### src/rtl/run_halt_dumper_if.sv
// Dump stream channel between the run monitor and the sink.
// The monitor sends one beat per handshake.
//   dump_valid : beat valid (master -> slave)
//   dump_ready : sink accepts the beat (slave -> master)
//   dump_is_pc : the beat carries the final PC
//   dump_index : register index of the beat (0 on the PC beat)
//   dump_data  : beat payload
interface run_halt_dumper_if #(
  parameter int DATA_W = 32,
  parameter int ADDR_W = 5
);
  logic              dump_valid;
  logic              dump_ready;
  logic              dump_is_pc;
  logic [ADDR_W-1:0] dump_index;
  logic [DATA_W-1:0] dump_data;

  modport master (
    output dump_valid, dump_is_pc, dump_index, dump_data,
    input  dump_ready
  );

  modport slave (
    input  dump_valid, dump_is_pc, dump_index, dump_data,
    output dump_ready
  );
endinterface

### src/rtl/run_halt_dumper.sv
// Run monitor for the MIPS core. It counts RUN cycles and watches the PC.
// A run ends in one of two ways:
//   - halt: the PC stays unchanged for HALT_REPEAT comparisons in a row
//   - timeout: the RUN-cycle budget runs out
// When the run ends, the CPU is held. The final PC and then every
// register-file entry are streamed out over the dump channel.
// Ports:
//   clk, rst      : clock and synchronous active-high reset
//   i_start       : begin a run (only honoured in IDLE or DONE)
//   i_pc          : CPU program counter
//   o_cpu_hold    : stall request to the CPU
//   o_rf_raddr    : register-file read address
//   i_rf_rdata    : register-file read data (combinational from the address)
//   dump          : dump stream (master side)
//   o_busy        : run or dump in progress
//   o_done        : dump complete
//   o_timeout     : run ended by the cycle budget
//   o_cycle_count : RUN cycles elapsed; frozen when RUN is left
module run_halt_dumper #(
  parameter int DATA_W      = 32,
  parameter int NREG        = 32,
  parameter int ADDR_W      = 5,
  parameter int PC_W        = 32,
  parameter int MAX_CYCLES  = 4096,
  parameter int HALT_REPEAT = 3
) (
  input  logic               clk,
  input  logic               rst,
  input  logic               i_start,
  input  logic [PC_W-1:0]    i_pc,
  output logic               o_cpu_hold,
  output logic [ADDR_W-1:0]  o_rf_raddr,
  input  logic [DATA_W-1:0]  i_rf_rdata,
  run_halt_dumper_if.master  dump,
  output logic               o_busy,
  output logic               o_done,
  output logic               o_timeout,
  output logic [31:0]        o_cycle_count
);

  // The stability counter only has to reach HALT_REPEAT.
  localparam int SW = $clog2(HALT_REPEAT + 1);

  typedef enum logic [2:0] {S_IDLE, S_RUN, S_LOAD, S_SEND, S_DONE} state_t;

  state_t            r_state;
  logic [PC_W-1:0]   r_prev_pc;
  logic [PC_W-1:0]   r_final_pc;
  logic [SW-1:0]     r_stable_cnt;
  logic              r_first;
  logic              r_beat_pc;    // current beat is the PC beat
  logic [ADDR_W-1:0] r_idx;        // register index of the current beat
  logic [31:0]       r_cycle_count;
  logic              r_cpu_hold;
  logic              r_busy;
  logic              r_done;
  logic              r_timeout;
  logic              r_dump_valid;
  logic              r_dump_is_pc;
  logic [ADDR_W-1:0] r_dump_index;
  logic [DATA_W-1:0] r_dump_data;

  logic w_same_pc;
  logic w_halt_hit;
  logic w_to_hit;
  logic w_last_beat;

  // prev_pc is meaningless on the first RUN cycle, so that cycle never counts as "unchanged".
  assign w_same_pc   = !r_first && (i_pc == r_prev_pc);
  assign w_halt_hit  = w_same_pc && (r_stable_cnt == SW'(HALT_REPEAT - 1));
  assign w_to_hit    = (r_cycle_count == 32'(MAX_CYCLES - 1));
  assign w_last_beat = !r_beat_pc && (r_idx == ADDR_W'(NREG - 1));

  always_ff @(posedge clk) begin
    if (rst) begin
      r_state       <= S_IDLE;
      r_prev_pc     <= '0;
      r_final_pc    <= '0;
      r_stable_cnt  <= '0;
      r_first       <= 1'b0;
      r_beat_pc     <= 1'b0;
      r_idx         <= '0;
      r_cycle_count <= '0;
      r_cpu_hold    <= 1'b0;
      r_busy        <= 1'b0;
      r_done        <= 1'b0;
      r_timeout     <= 1'b0;
      r_dump_valid  <= 1'b0;
      r_dump_is_pc  <= 1'b0;
      r_dump_index  <= '0;
      r_dump_data   <= '0;
    end else begin
      case (r_state)
        S_IDLE, S_DONE: begin
          if (i_start) begin
            r_state       <= S_RUN;
            r_cycle_count <= '0;
            r_stable_cnt  <= '0;
            r_first       <= 1'b1;
            r_done        <= 1'b0;
            r_timeout     <= 1'b0;
            r_cpu_hold    <= 1'b0;
            r_busy        <= 1'b1;
          end
        end
        S_RUN: begin
          r_cycle_count <= r_cycle_count + 32'd1;
          r_prev_pc     <= i_pc;
          r_first       <= 1'b0;
          r_stable_cnt  <= w_same_pc ? r_stable_cnt + SW'(1) : '0;
          if (w_halt_hit || w_to_hit) begin
            r_state    <= S_LOAD;
            r_final_pc <= i_pc;
            r_cpu_hold <= 1'b1;
            // If halt and timeout happen on the same cycle, the run counts as a halt.
            r_timeout  <= w_to_hit && !w_halt_hit;
            r_beat_pc  <= 1'b1;
            r_idx      <= '0;
          end
        end
        S_LOAD: begin
          // During LOAD, the register file sees r_idx on o_rf_raddr.
          if (r_beat_pc) begin
            r_dump_data  <= DATA_W'(r_final_pc);
            r_dump_is_pc <= 1'b1;
            r_dump_index <= '0;
          end else begin
            r_dump_data  <= i_rf_rdata;
            r_dump_is_pc <= 1'b0;
            r_dump_index <= r_idx;
          end
          r_dump_valid <= 1'b1;
          r_state      <= S_SEND;
        end
        S_SEND: begin
          if (dump.dump_ready) begin
            r_dump_valid <= 1'b0;
            if (r_beat_pc) begin
              r_beat_pc <= 1'b0;
              r_idx     <= '0;
              r_state   <= S_LOAD;
            end else if (w_last_beat) begin
              r_state <= S_DONE;
              r_done  <= 1'b1;
              r_busy  <= 1'b0;
            end else begin
              r_idx   <= r_idx + ADDR_W'(1);
              r_state <= S_LOAD;
            end
          end
        end
        default: r_state <= S_IDLE;
      endcase
    end
  end

  assign o_cpu_hold      = r_cpu_hold;
  assign o_rf_raddr      = r_idx;
  assign o_busy          = r_busy;
  assign o_done          = r_done;
  assign o_timeout       = r_timeout;
  assign o_cycle_count   = r_cycle_count;
  assign dump.dump_valid = r_dump_valid;
  assign dump.dump_is_pc = r_dump_is_pc;
  assign dump.dump_index = r_dump_index;
  assign dump.dump_data  = r_dump_data;

endmodule

### src/flat_wrapper.sv
// flat-port wrapper written by rule: the top's interface ports become plain ports
module run_halt_dumper_flat 
#(
  parameter int DATA_W      = 32,
  parameter int NREG        = 32,
  parameter int ADDR_W      = 5,
  parameter int PC_W        = 32,
  parameter int MAX_CYCLES  = 4096,
  parameter int HALT_REPEAT = 3
)
  (clk, rst, i_start, i_pc, o_cpu_hold, o_rf_raddr, i_rf_rdata, o_busy, o_done, o_timeout, o_cycle_count, dump_dump_valid, dump_dump_is_pc, dump_dump_index, dump_dump_data, dump_dump_ready);
  run_halt_dumper_if #(.DATA_W(DATA_W), .ADDR_W(ADDR_W)) dump_i ();
  input  logic clk;
  input  logic rst;
  input  logic i_start;
  input  logic [PC_W-1:0] i_pc;
  output logic o_cpu_hold;
  output logic [ADDR_W-1:0] o_rf_raddr;
  input  logic [DATA_W-1:0] i_rf_rdata;
  output logic o_busy;
  output logic o_done;
  output logic o_timeout;
  output logic [31:0] o_cycle_count;
  output wire logic [$bits(dump_i.dump_valid)-1:0] dump_dump_valid;
  output wire logic [$bits(dump_i.dump_is_pc)-1:0] dump_dump_is_pc;
  output wire logic [$bits(dump_i.dump_index)-1:0] dump_dump_index;
  output wire logic [$bits(dump_i.dump_data)-1:0] dump_dump_data;
  input wire logic [$bits(dump_i.dump_ready)-1:0] dump_dump_ready;
  assign dump_dump_valid = dump_i.dump_valid;
  assign dump_dump_is_pc = dump_i.dump_is_pc;
  assign dump_dump_index = dump_i.dump_index;
  assign dump_dump_data = dump_i.dump_data;
  assign dump_i.dump_ready = dump_dump_ready;
  run_halt_dumper #(.DATA_W(DATA_W), .NREG(NREG), .ADDR_W(ADDR_W), .PC_W(PC_W), .MAX_CYCLES(MAX_CYCLES), .HALT_REPEAT(HALT_REPEAT)) u_core (.clk(clk), .rst(rst), .i_start(i_start), .i_pc(i_pc), .o_cpu_hold(o_cpu_hold), .o_rf_raddr(o_rf_raddr), .i_rf_rdata(i_rf_rdata), .dump(dump_i), .o_busy(o_busy), .o_done(o_done), .o_timeout(o_timeout), .o_cycle_count(o_cycle_count));
endmodule
### config.mk
export PLATFORM = sky130hd
export DESIGN_NAME = run_halt_dumper_flat
export DESIGN_NICKNAME = d
export VERILOG_FILES = /design/src/rtl/run_halt_dumper_if.sv /design/src/rtl/run_halt_dumper.sv /design/src/flat_wrapper.sv
export SDC_FILE = /design/constraint.sdc
export NUM_CORES = 1
export LEC_CHECK = 0
export CORE_AREA = 2 2 127 129
export DETAILED_ROUTE_END_ITERATION = 16
export DIE_AREA = 0 0 129 131
export PLACE_DENSITY_LB_ADDON = 0.12
export SYNTH_ARGS = -nofsm -noshare
export SYNTH_HDL_FRONTEND = slang
export SYNTH_SLANG_ARGS = --single-unit
### constraint.sdc
create_clock -name clk -period 2.2 [get_ports clk]
set_input_delay 0.33 -clock clk [delete_from_list [all_inputs] [get_ports clk]]
set_output_delay 0.33 -clock clk [all_outputs]
set_load 0.01 [all_outputs]
==> flow_summary.yaml, run 1 <==
grt:
  grt_max_degree: 78
  track_usage_pct: 23.0
  grt_pass1_vias: 5827
  antenna_found_initial: 0
  grt_pass1_wl_mm: 30.5
  overflow: 0
logic_synthesis:
  synthArstFlopShare_pct: 0
  syn_nets: 898
  synth_top_family_by_area: "simple AND/OR/NAND/NOR gates"
  synth.distinct_cells: 53
  synth_compound_area_share_pct: 20.0
  synthSimpleGateAreaFrac_pct: 21.3
  synth_edf_count: 0
  muxShareOfSynthArea_pct: 6.59
  yosysWarnings: 0
  syn-cell-area_um2: 6870
  syn_avg_cell_area_um2: 8.32
  ys_seq_area_share_pct: 44.0
  synthCells: 826
  synth_fa_ha_area_share_pct: 0.728
  dominantRegCellSynth: "dfxtp_1"
  synth_xor_area_share_pct: 3.19
  ys_ff_latch: 151
place:
  dp_hpwl_mm: 13.7
  io_buffer_count: 147
  gp_congestion: 0.809
  dp_cells: 1210
floorplan:
  pin_count: 148
  start_util_pct: 44.1
  die_x_um: 129
  num_rows: 46
  die_area_um2: 16900
  fp.dieH_um: 131
  coreArea_um2: 15600
clocking:
  clockBufferDepth: 2
  clk_pin_slew_worst_paths_ns: 0.06
  cts_max_level: 4
  cts_root_buf: "clkbuf_16"
  clock-sinks: 151
  clock_latency_ns: 0.42
  cts_tree: "done"
  hold_buffers: 0
  cts_buffers: 17
  post_cts_buffers: 0
power_and_ir_drop:
  p_per_area_nw_per_um2: 650
  power_mw: 6.30
  irDropWorstVdd_mv: 0.506
  clockPowerShare_pct: 46.2
  power.internal_mw: 4.78
  combPwrFrac_pct: 9.1
  p_leak_nw: 3.41
  p_sw_mw: 1.52
  seqPwrFrac_pct: 44.7
  swShare_pct: 24.1
setup_path:
  cp_max_fo: 3
  endpoint_kind: "flip-flop"
  path_class: "flip-flop to flip-flop"
  crit_arrival_ns: 2.38
  critPathLaunchType: "flip-flop"
  crit_required_ns: 2.51
timing:
  setup_viol: 0
  fin_crit_ns: 2.07
  finClkSkew_ns: 0.00770
  rsz0062_at_grt: "no"
  setup-tns-final_ns: 0
  hold_violations: 0
  max_freq_mhz: 483
  final-max-slew-violation-count: 0
  tightest_slew_ns: 0.530
  slew_headroom_pct: 64.6
  fin_crit_sh_pct: 94.1
layout:
  drive_gt1_share_pct: 13.0
  area_growth_pct: 41.1
  fillers: 1338
  finalNetCount: 1085
  diodes: 0
  fin_cells: 1242
detailed_routing:
  vias: 6533
  via_per_inst: 5.26
  wire_per_inst_um: 15.6
  drc: 0
  firstDrtPassIters: 5
  drt_iter0_drc: 574
  ant_nets: 0
  wirelength_mm: 19.4
status:
  status: "finished clean"
run:
  maxCapViolations: 0
min_path:
  hold_class: "input pin to flip-flop"
repair_timing:
| item | 4_1_cts | 5_1_grt |
|---|---|---|
| setup endpoints to repair | 2 | 34 |
| resized for setup | 1 | 5 |
| pin swaps | 0 | 2 |
logic make-up (layout without fill, tap and decap cells):
kind of cell               after synthesis  after routing
DFF                                    151            151
AOI/OAI and AO/OA                      226            226
buffers and inverters                   72            272
and+or+nand+nor                        304            304
muxes                                   44             44
adders and majority gates                4              4
xor gates and xnor gates                25             25
layout make-up:
class / count / area [um^2] / share of cell area (%)
Sequential cell: 151 / 3020 / 31.2
Clock inverter: 13 / 145 / 1.50
Clock buffer: 19 / 443 / 4.57
Inverter: 11 / 41.3 / 0.426
Timing Repair Buffer: 229 / 2160 / 22.3
Multi-Input combinational cell: 603 / 3610 / 37.3
Tap cell: 216 / 270 / 2.79
synth_stat cells, types with 2 or more instances:
library cell / count / area, um^2
inv_1: 11 / 41.3
ha_1: 4 / 50.1
buf_1: 3 / 11.3
xnor2_1: 14 / 123
dfxtp_1: 151 / 3020
nand2_1: 114 / 428
o21ai_0: 36 / 180
a32o_1: 2 / 20.0
and3_1: 7 / 43.8
nor3_1: 10 / 50.1
nor2b_1: 9 / 56.3
mux2i_1: 34 / 340
or2_0: 2 / 12.5
nand3b_1: 6 / 45.0
nand4_1: 8 / 50.1
a21oi_1: 96 / 480
nand2b_1: 6 / 37.5
clkbuf_1: 52 / 195
a211oi_1: 33 / 248
mux2_1: 6 / 67.6
a311oi_1: 2 / 17.5
o211ai_1: 37 / 278
xor2_1: 11 / 96.3
o22ai_1: 5 / 31.3
buf_2: 4 / 20.0
mux2_2: 4 / 45.0
or2_2: 2 / 12.5
or3_1: 10 / 62.6
nor4_1: 8 / 50.1
and4_1: 6 / 52.6
and2_1: 5 / 31.3
a31oi_1: 3 / 18.8
o21a_1: 4 / 30.0
nand3_1: 28 / 140
a41o_1: 2 / 20.0
nor4_4: 2 / 42.5
nor2_1: 73 / 274
flip-flops by register name, indices dropped and copies added, names as in the netlist:
name / cells
u_core.dump.dump_data: 32
u_core.r_final_pc: 32
u_core.o_busy: 1
u_core.o_timeout: 1
u_core.r_state: 3
u_core.o_cpu_hold: 1
u_core.dump.dump_index: 5
u_core.r_beat_pc: 1
u_core.r_stable_cnt: 2
u_core.r_prev_pc: 32
u_core.r_first: 1
u_core.dump.dump_is_pc: 1
u_core.o_done: 1
u_core.o_cycle_count: 32
u_core.o_rf_raddr: 5
u_core.dump.dump_valid: 1
worst max-delay path, cell delays in order, from the launching register on:
cell	delay, ns
dfxtp_1	0.34
ha_1	0.17
nand2_1	0.10
or3_1	0.46
nor3_1	0.36
o21a_1	0.16
a21oi_1	0.08
a32o_1	0.28
stage by stage:
step / hold WS (ns) / cell area, um^2 / util [%] / setup slack, ns
6_report: 0.328 / 9700 / 62.2 / 0.130
3_5_place_dp: 0.448 / 9080 / 58.2 / -0.311
3_3_place_gp: 0.444 / 9080 / 58.2 / -0.244
5_1_grt: 0.330 / 9700 / 62.2 / 0.00193
4_1_cts: 0.315 / 9670 / 62.0 / 0.0969
2_1_floorplan: 0.436 / 6870 / - / 0.0187
metal layers:
layer  wire [um]  global-route usage, %
met3         947                   4.11
met4         336                   7.61
met1        9860                   34.6
met5           0                      0
met2        8250                   33.2
power groups by stage:
stage / clock network [mW] / logic (mW) / registers (mW)
final: 2.91 / 0.571 / 2.82
after global routing: 3.09 / 0.618 / 2.82
after CTS: 2.98 / 0.566 / 2.82
after detailed placement: 0 / 0.561 / 2.88
after global placement: 0 / 0.561 / 2.87
after floorplan: 0 / 0.248 / 2.87
worst paths after layout:
path | to | depth (start not counted) | startpoint | slack [ns]
worst min register to register | u_core.dump.dump_index[0]$_SDFFE_PP0P_ | 2 | u_core.dump.dump_index[0]$_SDFFE_PP0P_ | 0.45
worst max-delay path | u_core.o_rf_raddr[3]$_SDFFE_PP0P_ | 7 | u_core.o_cycle_count[0]$_SDFFE_PP0P_ | 0.13
worst max register to register | u_core.o_rf_raddr[3]$_SDFFE_PP0P_ | 7 | u_core.o_cycle_count[0]$_SDFFE_PP0P_ | 0.13
worst min-delay path | u_core.o_cycle_count[1]$_SDFFE_PP0P_ | 2 | rst | 0.33
placed cells by master, fill, tap and decap left out, drive strengths merged, types with 2 or more instances in the layout:
master	n
nand4	8
nor3	11
clkbuf	19
a41o	2
a31oi	3
ha	4
a32o	2
and2	5
nand3	28
o211ai	37
clkinvlp	2
o21ai	36
and4	6
nor2b	9
mux2i	34
buf	83
a211oi	33
nand3b	6
nor4	11
nor2	74
xor2	11
or3	10
dfxtp	151
a311oi	2
o22ai	5
mux2	10
bufinv	2
clkinv	5
and3	7
inv	15
o21a	4
xnor2	14
nand2b	6
clkdlybuf4s50	146
or2	5
nand2	115
a21oi	96
Note: power is estimated with default switching activity, not from simulation.
==> run 2: changes to the inputs <==
Settings changed: RECOVER_POWER set to 100, SKIP_LAST_GASP set to 1.
==> run 2 against run 1 <==
Effect of this change: first-iteration DRC count down 15%; clock skew up 0.0012 ns; maximum frequency about the same; register-to-register slack about the same; critical endpoint is now u_core.o_cycle_count[29]$_SDFFE_PP0P_; largest cell class unchanged.
==> flow_summary.yaml, run 2 (synthesis gave the netlist of run 1 again) <==
status:
  status: "finished clean"
clocking:
  post_cts_buffers: 0
  cts_root_buf: "clkbuf_16"
  cts_max_level: 4
  cts_buffers: 17
  clock_latency_ns: 0.43
  clockBufferDepth: 2
  clock-sinks: 151
  clk_pin_slew_worst_paths_ns: 0.06
  cts_tree: "done"
grt:
  antenna_found_initial: 0
  grt_pass1_wl_mm: 30.5
  grt_pass1_vias: 5827
  track_usage_pct: 23.0
  grt_max_degree: 78
  overflow: 0
power_and_ir_drop:
  irDropWorstVdd_mv: 0.514
  p_per_area_nw_per_um2: 651
  p_leak_nw: 3.67
floorplan:
  num_rows: 46
  die_area_um2: 16900
  pin_count: 148
  fp.dieH_um: 131
  die_x_um: 129
  coreArea_um2: 15600
  start_util_pct: 44.1
timing:
  final-max-slew-violation-count: 0
  hold_violations: 0
  layout_setup_ws_ns: 0.128
  rsz0062_at_grt: "no"
  max_freq_mhz: 483
  tightest_slew_ns: 0.718
  slew_headroom_pct: 52.2
  fin_crit_ns: 2.07
  setup_viol: 0
  finClkSkew_ns: 0.00888
  setup-tns-final_ns: 0
  fin_crit_sh_pct: 94.2
min_path:
  hold_class: "input pin to flip-flop"
  min_from: "rst"
run:
  maxCapViolations: 0
place:
  gp_congestion: 0.809
  dp_hpwl_mm: 13.7
  pre_cts_slack_ns: -0.311
  io_buffer_count: 147
setup_path:
  crit_arrival_ns: 2.43
  setup.worst_path.start: "u_core.r_state[2]$_SDFFE_PP0P_"
  crit_required_ns: 2.56
  path_class: "flip-flop to flip-flop"
  critPathLaunchType: "flip-flop"
  endpoint_kind: "flip-flop"
  cp_max_fo: 6
  r2r-start: "u_core.r_state[2]$_SDFFE_PP0P_"
layout:
  area_growth_pct: 40.7
  layout_commonest_cell: "dfxtp_1"
  seq_area_um2: 3020
  fillers: 1340
  drive_gt1_share_pct: 12.8
  layout_common_cells: "dfxtp_1, nand2_1, a21oi_1, dlygate4sd3_1, nor2_1"
  multiInputGateArea_um2: 3600
  diodes: 0
  finalNetCount: 1085
detailed_routing:
  wire_per_inst_um: 15.6
  wirelength_mm: 19.4
  drt_iter0_drc: 489
  drc: 0
  firstDrtPassIters: 4
  ant_nets: 0
  via_per_inst: 5.28
  vias: 6560
run 2: changes by cell type in the layout (fill, tap and decap cells not counted), moves of 4 or more:
| cell | change |
|---|---|
| clkdlybuf4s50_1 | -80 |
| clkbuf_4 | +4 |
| dlygate4sd3_1 | +80 |
| buf_4 | -5 |
run 2: layout make-up:
class                      count  share of cell area (%)
clock buffer                  19                    4.58
timing repair buffer         229                    22.1
inverter                      11                   0.427
clock inverter                13                    1.50
sequential                   151                    31.3
multi-input combinational    603                    37.3
tap                          216                    2.80
run 2: power breakdown:
group / total, mW / internal, mW / switching, mW
Sequential: 2.82 / 2.78 / 0.0317
Combinational: 0.565 / 0.279 / 0.286
Clock: 2.92 / 1.71 / 1.20
Total: 6.30 / 4.78 / 1.52
run 2: per-stage QoR:
| stage | area (um^2) | std cells | hold WS [ns] | power [mW] | util, % |
|---|---|---|---|---|---|
| after floorplan | 6870 | 826 | 0.436 | 3.12 | - |
| after global placement | 9080 | 1210 | 0.444 | 3.44 | 58.2 |
| after detailed placement | 9080 | 1210 | 0.448 | 3.44 | 58.2 |
| after CTS | 9670 | 1242 | 0.315 | 6.36 | 62.0 |
| after global routing | 9670 | 1242 | 0.330 | 6.52 | 62.0 |
| final | 9670 | 1242 | 0.323 | 6.30 | 62.0 |
run 2: path summary, 6_finish.rpt:
check	end	slack (ns)	cells after the start
max	u_core.o_cycle_count[29]$_SDFFE_PP0P_	0.13	6
min	u_core.r_state[2]$_SDFFE_PP0P_	0.32	2
max reg2reg	u_core.o_cycle_count[29]$_SDFFE_PP0P_	0.13	6
min reg2reg	u_core.dump.dump_index[0]$_SDFFE_PP0P_	0.45	2
run 2: critical path, stage by stage (launching register included):
cell	delay [ns]
dfxtp_1	0.31
or3b_1	0.42
or2_0	0.42
nor3_4	0.28
nand2_2	0.13
or3_1	0.31
a21oi_1	0.14
run 2: routing by layer:
metal | GRT usage (%) | wire (um)
met5 | 0 | 0
met4 | 7.61 | 312
met3 | 4.11 | 888
met2 | 33.2 | 8290
met1 | 34.6 | 9900
run 2: what timing repair did:
item | in CTS | in global routing
pin swaps | 0 | 2
hold buffers | 0 | 0
resized for setup | 1 | 5
endpoints found under the setup margin | 2 | 34
